## config.mk

```make
export PLATFORM = sky130hd
export DESIGN_NAME = alu_ctrl_seq
export DESIGN_NICKNAME = d
export VERILOG_FILES = /design/src/rtl/alu_ctrl_seq.sv
export SDC_FILE = /design/constraint.sdc
export NUM_CORES = 1
export LEC_CHECK = 0
export BUFFER_PORTS_ARGS = -buffer_cell sky130_fd_sc_hd__buf_4
export CAP_MARGIN = 20
export CORE_MARGIN = 2
export CORE_UTILIZATION = 30
export DETAILED_ROUTE_END_ITERATION = 6
export GPL_ROUTABILITY_DRIVEN = 0
export GPL_TIMING_DRIVEN = 0
export SLEW_MARGIN = 0
export SYNTH_ARGS = -nofsm -noshare
export SYNTH_HDL_FRONTEND = slang
export SYNTH_SLANG_ARGS = --single-unit
```

## constraint.sdc

```tcl
create_clock -name clk -period 1.2 [get_ports clk]
set_input_delay 0.06 -clock clk [delete_from_list [all_inputs] [get_ports clk]]
set_output_delay 0.06 -clock clk [all_outputs]
set_load 0.1 [all_outputs]
```

## src/rtl/alu_ctrl_seq.sv

```systemverilog
// Registered, handshaked ALU control decoder with multi-cycle MUL/DIV sequencing.
// Optional M extension decode and EXEC sequencing enabled by `define ALU_CTRL_MEXT_EN.
`timescale 1ns/1ps
module alu_ctrl_seq #(
  parameter int unsigned MUL_LAT = 3,
  parameter int unsigned DIV_LAT = 32
) (
  input  logic       clk,
  input  logic       rst,
  input  logic       in_valid,
  output logic       in_ready,
  input  logic [1:0] aluop,
  input  logic [2:0] funct3,
  input  logic [6:0] funct7,
  output logic       out_valid,
  input  logic       out_ready,
  output logic [4:0] alu_ctrl,
  output logic       illegal,
  output logic       busy
);

  localparam int unsigned CODE_W = 5;

  localparam logic [CODE_W-1:0] OP_AND  = 5'b00000;
  localparam logic [CODE_W-1:0] OP_OR   = 5'b00001;
  localparam logic [CODE_W-1:0] OP_ADD  = 5'b00010;
  localparam logic [CODE_W-1:0] OP_XOR  = 5'b00011;
  localparam logic [CODE_W-1:0] OP_SLL  = 5'b00100;
  localparam logic [CODE_W-1:0] OP_SRL  = 5'b00101;
  localparam logic [CODE_W-1:0] OP_SUB  = 5'b00110;
  localparam logic [CODE_W-1:0] OP_SRA  = 5'b00111;
  localparam logic [CODE_W-1:0] OP_SLT  = 5'b01000;
  localparam logic [CODE_W-1:0] OP_SLTU = 5'b01001;

  localparam logic [6:0] F7_BASE = 7'b0000000;
  localparam logic [6:0] F7_ALT  = 7'b0100000;
`ifdef ALU_CTRL_MEXT_EN
  localparam logic [6:0] F7_MEXT = 7'b0000001;
`endif

  localparam logic [1:0] ST_IDLE  = 2'd0;
`ifdef ALU_CTRL_MEXT_EN
  localparam logic [1:0] ST_EXEC  = 2'd1;
`endif
  localparam logic [1:0] ST_VALID = 2'd2;

  if (MUL_LAT < 1 || DIV_LAT < 1) begin : g_lat_check
    $error("alu_ctrl_seq: MUL_LAT and DIV_LAT must be at least 1");
  end

`ifdef ALU_CTRL_MEXT_EN
  localparam int unsigned MAX_LAT = (MUL_LAT > DIV_LAT) ? MUL_LAT : DIV_LAT;
  localparam int unsigned CNT_W   = (MAX_LAT > 1) ? $clog2(MAX_LAT) : 1;

  logic [CNT_W-1:0] cnt_q, cnt_d;
`endif

  logic [1:0]        state_q, state_d;
  logic [CODE_W-1:0] code_q, code_d;
  logic              ill_q, ill_d;
  logic [CODE_W-1:0] dec_code;
  logic              dec_ill;
  logic              accept;

  // Pure decode of the presented encoding; illegal encodings leave the code at 00000.
  always_comb begin
    dec_code = OP_AND;
    dec_ill  = 1'b0;
    case (aluop)
      2'b00: dec_code = OP_ADD;
      2'b01: begin
        case (funct3)
          3'b000, 3'b001: dec_code = OP_SUB;
          3'b100, 3'b101: dec_code = OP_SLT;
          3'b110, 3'b111: dec_code = OP_SLTU;
          default:        dec_ill  = 1'b1;
        endcase
      end
      2'b10: begin
        if (funct7 == F7_BASE) begin
          case (funct3)
            3'b000:  dec_code = OP_ADD;
            3'b001:  dec_code = OP_SLL;
            3'b010:  dec_code = OP_SLT;
            3'b011:  dec_code = OP_SLTU;
            3'b100:  dec_code = OP_XOR;
            3'b101:  dec_code = OP_SRL;
            3'b110:  dec_code = OP_OR;
            default: dec_code = OP_AND;
          endcase
        end else if (funct7 == F7_ALT) begin
          case (funct3)
            3'b000:  dec_code = OP_SUB;
            3'b101:  dec_code = OP_SRA;
            default: dec_ill  = 1'b1;
          endcase
`ifdef ALU_CTRL_MEXT_EN
        end else if (funct7 == F7_MEXT) begin
          // M codes are 10 followed by funct3.
          dec_code = {2'b10, funct3};
`endif
        end else begin
          dec_ill = 1'b1;
        end
      end
      default: begin
        case (funct3)
          3'b000: dec_code = OP_ADD;
          3'b010: dec_code = OP_SLT;
          3'b011: dec_code = OP_SLTU;
          3'b100: dec_code = OP_XOR;
          3'b110: dec_code = OP_OR;
          3'b111: dec_code = OP_AND;
          3'b001: begin
            if (funct7 == F7_BASE) dec_code = OP_SLL;
            else                   dec_ill  = 1'b1;
          end
          default: begin
            if (funct7 == F7_BASE)     dec_code = OP_SRL;
            else if (funct7 == F7_ALT) dec_code = OP_SRA;
            else                       dec_ill  = 1'b1;
          end
        endcase
      end
    endcase
  end

  assign in_ready = (state_q == ST_IDLE) | ((state_q == ST_VALID) & out_ready);
  assign accept   = in_valid & in_ready;

  // Next-state and next-output-word logic.
  always_comb begin
    state_d = state_q;
    code_d  = code_q;
    ill_d   = ill_q;
`ifdef ALU_CTRL_MEXT_EN
    cnt_d   = cnt_q;
`endif
    case (state_q)
      ST_IDLE: state_d = ST_IDLE;
      ST_VALID: begin
        if (out_ready) state_d = ST_IDLE;
      end
`ifdef ALU_CTRL_MEXT_EN
      ST_EXEC: begin
        if (cnt_q == '0) state_d = ST_VALID;
        else             cnt_d   = cnt_q - CNT_W'(1);
      end
`endif
      default: state_d = ST_IDLE;
    endcase
    // A new op can only be accepted from IDLE or a consumed VALID.
    if (accept) begin
      code_d  = dec_code;
      ill_d   = dec_ill;
      state_d = ST_VALID;
`ifdef ALU_CTRL_MEXT_EN
      if (dec_code[4]) begin
        state_d = ST_EXEC;
        cnt_d   = dec_code[2] ? CNT_W'(DIV_LAT - 1) : CNT_W'(MUL_LAT - 1);
      end
`endif
    end
  end

  always_ff @(posedge clk) begin
    if (rst) begin
      state_q <= ST_IDLE;
      code_q  <= '0;
      ill_q   <= 1'b0;
`ifdef ALU_CTRL_MEXT_EN
      cnt_q   <= '0;
`endif
    end else begin
      state_q <= state_d;
      code_q  <= code_d;
      ill_q   <= ill_d;
`ifdef ALU_CTRL_MEXT_EN
      cnt_q   <= cnt_d;
`endif
    end
  end

  assign out_valid = (state_q == ST_VALID);
  assign alu_ctrl  = code_q;
  assign illegal   = ill_q;
`ifdef ALU_CTRL_MEXT_EN
  assign busy      = (state_q == ST_EXEC);
`else
  assign busy      = 1'b0;
`endif

endmodule

```

# Yosys cells after proc, flatten, opt, wreduce, memory -nomap -nowiden

Index checks and enable logic that the tools add are counted.

Flip-flop bits (word level): 7
Input bits: 16
Output and inout bits: 9
Logic and storage cells: 49

Equal/unequal tests: 11
Multiplexer cells: 22
Bitwise logic cells: 3
Reductions and logical operators: 10

Operators with widths:

| operator                                       | number |
|---|---|
| one-hot mux 4 bit (7 select lines)             | 2 |
| one-hot mux 5 bit (3 select lines)             | 1 |
| == test 3 bit (second input constant)          | 4 |
| two-way mux 3 bit                              | 4 |
| one-hot mux 4 bit (3 select lines)             | 1 |
| OR reduction 6 bit                             | 2 |
| OR reduction 2 bit                             | 4 |
| == test 7 x 6 -> 1 bit (second input constant) | 1 |
| zero test 7 bit                                | 1 |
| two-way mux 1 bit                              | 7 |
| == test 3 x 2 -> 1 bit (second input constant) | 2 |
| two-way mux 2 bit                              | 3 |
| one-hot mux 3 bit (2 select lines)             | 1 |
| two-way mux 5 bit                              | 1 |
| zero test 2 bit                                | 2 |
| == test 3 x 1 -> 1 bit (second input constant) | 1 |
| zero test 3 bit                                | 1 |
| != test 3 x 1 -> 1 bit (second input constant) | 1 |
| one-hot mux 1 bit (3 select lines)             | 1 |
| AND 1 bit                                      | 2 |
| == test 2 x 1 -> 1 bit (second input constant) | 1 |
| == test 2 bit (second input constant)          | 1 |
| one-hot mux 1 bit (2 select lines)             | 1 |
| bitwise OR 1 bit                               | 1 |

# Logic depth before layout (Yosys ltp)

Gate-level depths: netlist (run 1).

Word-level depth: 6
Gate-level depth with buffers: 5
Depth with buffers taken out: 4

# Worst setup path after synthesis (run 1)

Ideal clock, no wire load.

Path kind: register to register
From: register state_q[1]
To: register code_q[2] (netlist: alu_ctrl[2])
Setup time: 59 ps
Arrival: 2776 ps
Data required time: 1141 ps
Path slack: -1635 ps
Stages on the path, launching flop included: 6
Buffers on the path: 1
Clock period less this slack: 2835 ps
Cells stage by stage: dfxtp_1 > nand2b_1 > and2_1 > clkbuf_1 > a211oi_1 > o31a_1

Word-level cells in the longest chain between the ends: 3
Elaborated cells on any way between the ends: 4
Those cells by class: bitwise (3); reduce/logical (1)

RTL lines:

| item                                         | line | RTL |
|---|---|---|
| start, declared                              | 58   | `logic [1:0] state_q, state_d;` |
| start signal, assigned                       | 175  | `state_q <= state_d;` |
| zero test 2 bit or AND 1 bit (tied branches) | 128  | `assign in_ready = (state_q == ST_IDLE) \| ((state_q == ST_VALID) & out_ready);` |
| bitwise OR 1 bit (*)                         | 128  |  |
| net in_ready                                 | 11   | `output logic in_ready,` |
| AND 1 bit (*)                                | 129  | `assign accept = in_valid & in_ready;` |
| end signal, assigned                         | 176  | `code_q <= code_d;` |
| end, declared                                | 59   | `logic [CODE_W-1:0] code_q, code_d;` |

The timed path passes the listed nets; every way through them passes the cells marked *.
A chain may end at the register's enable or synchronous reset.

# Worst setup path in the final report (run 1)

From: register state_q[1]
To: register code_q[2] (netlist: alu_ctrl[2])

Word-level cells in the longest chain between the ends: 3
Elaborated cells on any way between the ends: 4
Those cells by class: bitwise (3); reduce/logical (1)

RTL lines:

| item                                         | line |
|---|---|
| zero test 2 bit or AND 1 bit (tied branches) | 128 |
| bitwise OR 1 bit (*)                         | 128 |
| AND 1 bit (*)                                | 129 |

Mark *: on every way between the ends. The rest lies on a longest branch, timed or not.

==> key figures, run 1 <==
Outcome
  • Status: finished clean

STA
  • Setup TNS: 0 ps
  • Slew Viols, Final: 0
  • RSZ-0062 raised after global routing: no
  • Hold Vio Cnt, Final: 0
  • Clk_skew: 6.02 ps
  • Worst hold margin: 18.8 ps
  • Fin worst setup slack: 129 ps
  • Tcrit/Tclk final: 89.2%
  • FMAX: 0.934 GHz
  • Setup violators final: 0
  • Crit path time final: 1070 ps

Global routing
  • Antenna violations before repair: 0
  • Largest net degree at the start of global routing: 11
  • First-pass GRT wire length: 1840 um
  • Vias in the first global route: 444
  • Met3 GRT Util: 1.60%
  • Routing usage on met2: 17.7%
  • Busiest grt layer: met2
  • Total GRT Usage: 12.6%
  • Met1 Use GR: 17.1%
  • Gr ovfl total: 0

Hold path
  • Min-Delay Path Depth: 2
  • Hold path start: rst
  • Hold EP: state_q[1]
  • Tightest Hold Check Type: in -> reg

CTS
  • Post-CTS Setup Bufs: 0
  • Clock buffer depth: 2
  • CTS tree: yes
  • TritonCTS Buffers: 3
  • Post-CTS resize count: 0
  • Hold-fix buffers at CTS: 0
  • Worst-path clk slew: 50 ps
  • Clock sink total: 6
  • Clk_lat worst skew: 250 ps
  • CTS H-Tree Depth: 1
  • CTS Root Cell: clkbuf_4

Floorplan
  • Die Ht: 44.8 um
  • Die area: 2010 sq um
  • I/O Pins: 25
  • Core Box Area: 1540 sq um
  • Starting Density: 32.4%
  • FP Rows: 14
  • DIE WIDTH: 44.8 um

Worst setup path
  • Startpoint Class: register
  • Worst setup EP type: register
  • CP Class: reg -> reg
  • CP peak stage delay: 350 ps
  • Crit path max fanout: 8
  • Reg2reg path depth: 5
  • Crit. path cell count: 5
  • Critical path cell sequence: nand2b_4, and2_4, clkbuf_8, a211oi_2, o31a_1
  • Critical Path RT: 1400 ps
  • Crit path buf inv count: 1
  • FF-to-FF Start: state_q[1]
  • Worst R2R End: alu_ctrl[2]
  • Crit-path slowest cell: dfxtp_4
  • CP arrival: 1270 ps
  • Critical Path Start: state_q[1]
  • Worst R2R Setup Slack: 130 ps
  • Worst path top cell family by delay: flip-flops

Yosys
  • Most frequent cells after synthesis: nor2_1 (7), dfxtp_1 (6), a31oi_1 (4), inv_1 (4)
  • Sequential share of the synthesized area: 24.1%
  • Synth area leader: dfxtp_1
  • Async SR Flop Fraction: 0%
  • Synth top area share: 24.1%
  • Largest cells by area after synthesis: dfxtp_1 (24%), nor2_1 (5.3%), a31oi_1 (5.0%)
  • Cell with the most instances after synthesis: nor2_1
  • Number of synthesized flops with an enable pin: 0
  • Flops & latches, synth: 6
  • Yosys cell types: 34
  • Syn. warnings: 0
  • Synth Area per Inst: 7.68 sq um
  • Mapped cell area: 499 sq um
  • Mapped Cells: 65
  • Synth Flop Type: dfxtp_1

Power and ir drop
  • Final Power: 0.763 mW
  • Lkg Pwr: 0.319 nW
  • Pwr/cell area: 1050 nW/um^2
  • VDD IR-drop max: 0.335 mV

Drt
  • DR WL/cell: 11.1 um
  • Drt total wl: 1180 um
  • Routed Antenna Nets: 0
  • DR vias/cell: 5.00
  • Remaining DRCs: 0
  • Initial DRC count: 14
  • Via Count: 530
  • DR pass1 iterations: 4

Finish
  • Cell area after layout: 728 sq um
  • Share of cells above drive strength 1: 40.0%
  • N_diodes: 0
  • Area growth syn-to-layout: 45.9%
  • Final Util: 47.2%
  • # nets final: 107
  • Fin cells: 106

Placed design
  • Post-detail-place hpwl: 916 um
  • Placed insts: 102
  • Setup WS pre-CTS: -124 ps
  • PortBufs: 20
  • Placement Cell Area: 702 sq um

Flow run
  • Max-cap violations: 0
per-layer routing:
| metal | vias to the layer above | wire [um] |
|---|---|---|
| li1 | 286 | - |
| met1 | 218 | 569 |
| met2 | 24 | 485 |
| met3 | 2 | 112 |
| met4 | 0 | 8 |
| met5 | - | 0 |
cell families after synthesis:
logic type	synth area share [%]
AOI/OAI and AO/OA	34.3
and+or+nand+nor	27.1
buffers and inverters	10.3
DFF	24.1
xor gates and xnor gates	3.51
other	0.751
final cells by class:
type	instances	area [sq um]
Buffer	7	46.3
Clock buffer	4	26.3
Fill cell	159	813
Inverter	4	15.0
Multi-Input combinational cell	49	347
Sequential cell	6	124
Tap cell	16	20.0
Timing Repair Buffer	20	150
registers in the layout (all words and copies together), names as in the netlist:
signal / flops
alu_ctrl: 4
state_q: 1
illegal: 1
power breakdown:
| part | leakage [nW] | total [mW] | switching [mW] | internal [mW] |
|---|---|---|---|---|
| logic | 0.254 | 0.330 | 0.227 | 0.103 |
| clock network | 0.0150 | 0.211 | 0.0843 | 0.127 |
| registers | 0.0502 | 0.222 | 0.00795 | 0.214 |
placed cells by master, fill, tap and decap left out, drive strengths merged, types with 2 or more instances in the layout:
cell and n:
conb 2, clkbuf 7, xor2 2, nand2 3, a21oi 3, a211oi 3, buf 24, a31oi 4
and3b 2, nand2b 2, inv 4, o21ai 3, o31a 2, a311oi 2, nor2 7, dfxtp 6
how the worst max path moves through the flow:
stage,slack (ps),endpoint
after floorplan,-320,alu_ctrl[2]
after global placement,-120,alu_ctrl[1]
after detailed placement,-120,alu_ctrl[1]
after CTS,120,alu_ctrl[2]
after global routing,60,alu_ctrl[3]
final,130,alu_ctrl[2]
Power figures use the tool's default switching activity.
==> inputs of run 2 (changes only) <==
--- a/config.mk
+++ b/config.mk
@@ -12,6 +12,7 @@
 export DETAILED_ROUTE_END_ITERATION = 6
 export GPL_ROUTABILITY_DRIVEN = 0
 export GPL_TIMING_DRIVEN = 0
+export MAX_ROUTING_LAYER = met4
 export SLEW_MARGIN = 0
 export SYNTH_ARGS = -nofsm -noshare
 export SYNTH_HDL_FRONTEND = slang
==> run 2 against run 1 <==
Net effect:
- cell count is the same
- hold slack is essentially flat
- critical path depth is the same
- routed wire length grew 2.1%
- total power shrank 0.17%
- critical path type unchanged
- largest power group unchanged
==> key figures, run 2 (synthesized netlist as in run 1, its figures left out) <==
Drt
  • Drt total wl: 1200 um (+2.1%)
  • DR WL/cell: 11.3 um (+2.1%)
  • Routed Antenna Nets: 0 (unchanged)
  • Remaining DRCs: 0 (unchanged)
  • DR vias/cell: 5.17 (+3.4%)
  • DR pass1 iterations: 4 (unchanged)
  • Via Count: 548 (+3.4%)
  • Initial DRC count: 27 (+13)

Worst setup path
  • CP Class: reg -> reg
  • Worst R2R End: alu_ctrl[2]
  • Startpoint Class: register
  • Critical Path Start: state_q[1]
  • Reg2reg path depth: 5 (unchanged)
  • CP arrival: 1270 ps (about the same)
  • Critical Path RT: 1400 ps (about the same)
  • Crit path max fanout: 8 (unchanged)
  • Worst R2R Setup Slack: 130 ps (about the same)
  • Crit path to: alu_ctrl[2]
  • Worst setup EP type: register
  • FF-to-FF Start: state_q[1]

STA
  • Clk_skew: 7.21 ps (+1.19 ps)
  • FMAX: 0.931 GHz (-0.38%)
  • Slew Viols, Final: 0 (unchanged)
  • Hold Vio Cnt, Final: 0 (unchanged)
  • Fin worst setup slack: 125 ps (-4.07 ps)
  • RSZ-0062 raised after global routing: no
  • Setup violators final: 0 (unchanged)
  • Crit path time final: 1070 ps (+4.07 ps)
  • Setup TNS: 0 ps (unchanged)
  • Tcrit/Tclk final: 89.6% (+0.34 points)

Power and ir drop
  • Clk pwr share: 27.5% (about the same)
  • VDD IR-drop max: 0.335 mV (about the same)
  • Switching Fraction: 41.7% (-0.091 points)
  • Pwr/cell area: 1050 nW/um^2 (-0.17%)
  • Combinational Power Share: 43.4% (about the same)
  • Final Power: 0.762 mW (-0.17%)
  • P_sw: 0.318 mW (-0.39%)
  • Lkg Pwr: 0.319 nW (unchanged)
  • Sequential power share: 29.1% (about the same)
  • Internal power: 0.444 mW (about the same)

CTS
  • CTS H-Tree Depth: 1 (unchanged)
  • Post-CTS Setup Bufs: 0 (unchanged)
  • CTS Root Cell: clkbuf_4
  • Worst-path clk slew: 50 ps (about the same)
  • Post-CTS resize count: 0 (unchanged)
  • Hold-fix buffers at CTS: 0 (unchanged)
  • CTS tree: yes
  • TritonCTS Buffers: 3 (unchanged)
  • Clock buffer depth: 2 (unchanged)
  • Clock sink total: 6 (unchanged)
  • Clk_lat worst skew: 250 ps (about the same)

Placed design
  • Placement Cell Area: 702 sq um (unchanged)
  • Setup WS pre-CTS: -124 ps (unchanged)
  • Post-detail-place hpwl: 916 um (unchanged)
  • PortBufs: 20 (unchanged)

Global routing
  • Total GRT Usage: 13.0% (+0.38 points)
  • Largest net degree at the start of global routing: 11 (unchanged)
  • Antenna violations before repair: 0 (unchanged)
  • Vias in the first global route: 443 (-0.23%)
  • First-pass GRT wire length: 1840 um (unchanged)
  • Gr ovfl total: 0 (unchanged)

Finish
  • # nets final: 107 (unchanged)
  • Commonest non-fill, non-tap cell in the layout: buf_4
  • Area growth syn-to-layout: 45.9% (unchanged)
  • N_diodes: 0 (unchanged)
  • Max reg flops: 4 (unchanged)
  • Share of cells above drive strength 1: 40.0% (unchanged)
  • Most frequent cells in the layout: buf_4 (22), nor2_1 (7), dfxtp_1 (5)
  • Cell area after layout: 728 sq um (unchanged)

Floorplan
  • I/O Pins: 25 (unchanged)
  • FP Rows: 14 (unchanged)
  • Die area: 2010 sq um (unchanged)
  • Die Ht: 44.8 um (unchanged)
  • DIE WIDTH: 44.8 um (unchanged)
  • Starting Density: 32.4% (unchanged)
  • Core Box Area: 1540 sq um (unchanged)

Hold path
  • Tightest Hold Check Type: in -> reg

Flow run
  • Max-cap violations: 0 (unchanged)

Outcome
  • Status: finished clean
run 2: cell counts in the layout (fill, tap and decap cells not counted):
Identical to the previous run, type by type.
run 2: how the worst min path moves through the flow:
stage | from | end | cells past startpoint
after floorplan | rst | state_q[1] | 1
after global placement | rst | state_q[1] | 2
after detailed placement | rst | state_q[1] | 2
after CTS | rst | state_q[1] | 2
after global routing | rst | state_q[1] | 2
final | rst | state_q[1] | 2
run 2: final cells by class:
cell class,instances,area (sq um)
fill,159,813
multi-input combinational,49,347
buffer,7,46.3
sequential,6,124
tap,16,20.0
clock buffer,4,26.3
timing repair buffer,20,150
inverter,4,15.0
run 2: power by group through the flow:
stage                     Sequential [mW]  Combinational (mW)  Clock (mW)
after CTS                           0.222               0.330       0.218
after detailed placement            0.226               0.329           0
after global placement              0.225               0.330           0
final                               0.222               0.331       0.209
after global routing                0.223               0.350       0.224
after floorplan                     0.330               0.140           0
run 2: routing by layer:
metal	GRT usage, %	vias up	wire length, um
met2	17.7	33	493
met4	10.6	0	8
met1	17.1	227	563
met3	1.60	2	134
li1	-	286	-
met5	-	-	0
run 2: worst max-delay path, cell delays in order (launching register included):
cell      delay [ps]
dfxtp_4          350
nand2b_4          60
and2_4           140
clkbuf_8         150
a211oi_2         170
o31a_1           150
run 2: per-stage QoR:
step	hold WS (ps)	std cells	utilization [%]
after floorplan	119	66	-
after global placement	278	102	45.5
after detailed placement	278	102	45.5
after CTS	9.28	106	47.2
after global routing	23.3	106	47.2
final	19.3	106	47.2
==> inputs of run 3 (changes only) <==
--- a/config.mk
+++ b/config.mk
@@ -5,7 +5,8 @@
 export SDC_FILE = /design/constraint.sdc
 export NUM_CORES = 1
 export LEC_CHECK = 0
-export BUFFER_PORTS_ARGS = -buffer_cell sky130_fd_sc_hd__buf_4
+export ABC_AREA = 1
+export BUFFER_PORTS_ARGS = -buffer_cell sky130_fd_sc_hd__buf_2
 export CAP_MARGIN = 20
 export CORE_MARGIN = 2
 export CORE_UTILIZATION = 30
@@ -13,6 +14,7 @@
 export GPL_ROUTABILITY_DRIVEN = 0
 export GPL_TIMING_DRIVEN = 0
 export MAX_ROUTING_LAYER = met4
+export SKIP_LAST_GASP = 1
 export SLEW_MARGIN = 0
 export SYNTH_ARGS = -nofsm -noshare
 export SYNTH_HDL_FRONTEND = slang
==> run 3 against run 2 <==
Net effect:
- clock power down 3%
- global-route usage increased by 1.6 points
- fmax shrank 6.4%
- cell count increased by 41%
- setup slack worse by 74 ps
- critical path depth decreased by 3
- first-iteration DRC count decreased by 41%
- sequential share of layout area shrank 0.24 points
- register-to-register slack barely moved
- die area grew 12%
- critical endpoint is now in_ready
- largest cell class unchanged
==> key figures, run 3 <==
Worst setup path
  • Critical Path RT: 1140 ps (-260 ps)
  • Worst R2R End: alu_ctrl[1]
  • FF-to-FF Start: state_q[1]
  • Worst R2R Setup Slack: 140 ps (about the same)
  • Crit path max fanout: 3 (-5)
  • Worst setup EP type: primary output
  • CP arrival: 1090 ps (-180 ps)
  • Crit path to: in_ready
  • Reg2reg path depth: 6 (+1)
  • Startpoint Class: register
  • CP Class: reg -> out
  • Critical Path Start: state_q[1]

STA
  • FMAX: 0.871 GHz (-6.4%)
  • Setup violators final: 0 (unchanged)
  • Fin worst setup slack: 51.4 ps (-74.0 ps)
  • Crit path time final: 1150 ps (+74.0 ps)
  • RSZ-0062 raised after global routing: no
  • Hold Vio Cnt, Final: 0 (unchanged)
  • Clk_skew: 5.64 ps (-1.57 ps)
  • Slew Viols, Final: 0 (unchanged)
  • Worst hold margin: 107 ps (+87.2 ps)
  • Tcrit/Tclk final: 95.7% (+6.2 points)

Placed design
  • PortBufs: 22 (+10%)
  • Placed insts: 144 (+41%)
  • Setup WS pre-CTS: 146 ps (+269 ps)
  • Post-detail-place hpwl: 1160 um (+26%)

Drt
  • DR pass1 iterations: 4 (unchanged)
  • DR WL/cell: 9.23 um (-18%)
  • Remaining DRCs: 0 (unchanged)
  • Initial DRC count: 16 (-41%)
  • DR vias/cell: 4.46 (-14%)
  • Via Count: 664 (+21%)
  • Routed Antenna Nets: 0 (unchanged)
  • Drt total wl: 1380 um (+15%)

Floorplan
  • DIE WIDTH: 47.3 um (+5.6%)
  • FP Rows: 15 (+1)
  • Die Ht: 47.3 um (+5.6%)
  • Starting Density: 32.3% (-0.13 points)
  • Core Box Area: 1750 sq um (+13%)
  • I/O Pins: 25 (unchanged)
  • Die area: 2240 sq um (+12%)

Power and ir drop
  • Internal power: 0.420 mW (-5.3%)
  • Switching Fraction: 44.5% (+2.7 points)
  • Final Power: 0.757 mW (-0.57%)
  • Combinational Power Share: 43.3% (about the same)
  • Lkg Pwr: 0.453 nW (+42%)
  • Clk pwr share: 26.9% (-0.6 points)
  • Pwr/cell area: 976 nW/um^2 (-6.7%)
  • P_sw: 0.337 mW (+6.0%)
  • Sequential power share: 29.9% (+0.8 points)
  • VDD IR-drop max: 0.291 mV (-13%)

Yosys
  • Flops & latches, synth: 6 (unchanged)
  • Sequential share of the synthesized area: 21.3% (-2.7 points)
  • Synth Area per Inst: 5.86 sq um (-24%)
  • Synth area leader: dfxtp_1
  • Largest cells by area after synthesis: dfxtp_1 (21%), nand2_1 (15%), inv_1 (11%)
  • Most frequent cells after synthesis: nand2_1 (22), inv_1 (17), nand3_1 (10), nor2_1 (9), dfxtp_1 (6)
  • Mapped Cells: 96 (+48%)
  • Cell with the most instances after synthesis: nand2_1
  • Syn. warnings: 0 (unchanged)
  • Synth top area share: 21.3% (-2.7 points)
  • Mapped cell area: 563 sq um (+13%)
  • Number of synthesized flops with an enable pin: 0 (unchanged)
  • Async SR Flop Fraction: 0% (unchanged)
  • Yosys cell types: 24 (-29%)
  • Synth Flop Type: dfxtp_1

CTS
  • Clk_lat worst skew: 250 ps (about the same)
  • CTS Root Cell: clkbuf_4
  • CTS H-Tree Depth: 1 (unchanged)
  • CTS tree: yes
  • Clock buffer depth: 2 (unchanged)
  • Worst-path clk slew: 50 ps (about the same)
  • TritonCTS Buffers: 3 (unchanged)
  • Post-CTS resize count: 0 (unchanged)
  • Post-CTS Setup Bufs: 0 (unchanged)
  • Clock sink total: 6 (unchanged)

Finish
  • Share of cells above drive strength 1: 40.3% (+0.32 points)
  • Area growth syn-to-layout: 37.8%
  • N_diodes: 0 (unchanged)
  • Max reg flops: 4 (unchanged)
  • Commonest non-fill, non-tap cell in the layout: buf_2
  • Fin cells: 149 (+41%)
  • Most frequent cells in the layout: buf_2 (22), nand2_1 (21), inv_1 (16)
  • # nets final: 141 (+32%)
  • Number of fill cells: 201 (+26%)

Global routing
  • First-pass GRT wire length: 2260 um (+23%)
  • Gr ovfl total: 0 (unchanged)
  • Antenna violations before repair: 0 (unchanged)
  • Total GRT Usage: 14.6% (+1.6 points)
  • Vias in the first global route: 575 (+30%)
  • Largest net degree at the start of global routing: 7 (-4)

Flow run
  • Max-cap violations: 0 (unchanged)

Outcome
  • Status: finished clean

Hold path
  • Tightest Hold Check Type: in -> reg
  • Min-Delay Path Depth: 3 (+1)
run 3: changes by cell type after synthesis, moves of 4 or more:
cell     change
inv_1       +13
nand2_1     +20
inv_2        +4
nand3_1      +9
run 3: power by group through the flow:
stage | sequential (mW) | clock (mW) | combinational (mW)
2_1_floorplan | 0.339 | 0 | 0.147
3_3_place_gp | 0.230 | 0 | 0.322
3_5_place_dp | 0.230 | 0 | 0.325
4_1_cts | 0.226 | 0.213 | 0.328
5_1_grt | 0.227 | 0.228 | 0.352
6_report | 0.226 | 0.203 | 0.328
run 3: layer usage:
| metal | GRT usage [%] | vias to the layer above | share of wire, % |
|---|---|---|---|
| met2 | 23.5 | 23 | 53 |
| li1 | - | 351 | - |
| met5 | - | - | 0 |
| met3 | 2.69 | 0 | 5.4 |
| met4 | 9.44 | 0 | 0 |
| met1 | 16.3 | 290 | 42 |
run 3: timing repair:
| action | in CTS | in global routing |
|---|---|---|
| hold buffers | 1 | 0 |
| setup endpoints to repair | 0 | 0 |
| endpoints found under the hold margin | 1 | 0 |
run 3: worst min-delay path by stage:
stage	endpoint	slack, ps	start
after floorplan	state_q[1]	120	rst
after global placement	state_q[1]	240	rst
after detailed placement	state_q[1]	240	rst
after CTS	state_q[1]	100	in_valid
after global routing	state_q[1]	110	in_valid
final	state_q[1]	110	in_valid
run 3: layout make-up:
class | count | area (sq um) | share of cell area (%)
multi-input cells | 67 | 370 | 47.7
flip-flops and latches | 6 | 130 | 16.8
repair buffers | 23 | 120 | 15.5
inverters | 22 | 82.6 | 10.6
well taps | 25 | 31.3 | 4.03
clock buffers | 4 | 26.3 | 3.39
plain buffers | 2 | 15.0 | 1.94
run 3: cells by family after synthesis:
logic type	after synthesis	synth area share, %
compound gates	15	16.9
other cells	1	0.666
buf+inv	24	17.3
flops	6	21.3
simple gates	50	43.8
run 3: worst max-delay path, cell delays in order, from the launching register on:
cell,delay (ps)
dfxtp_4,360
nand2_8,60
buf_2,420
run 3: per-stage QoR:
step	TNS (ps)	utilization, %	instance area, sq um
6_report	0	44.4	776
5_1_grt	0	44.4	776
4_1_cts	0	44.4	776
3_5_place_dp	0	42.4	739
3_3_place_gp	0	42.4	739
2_1_floorplan	-250	-	598
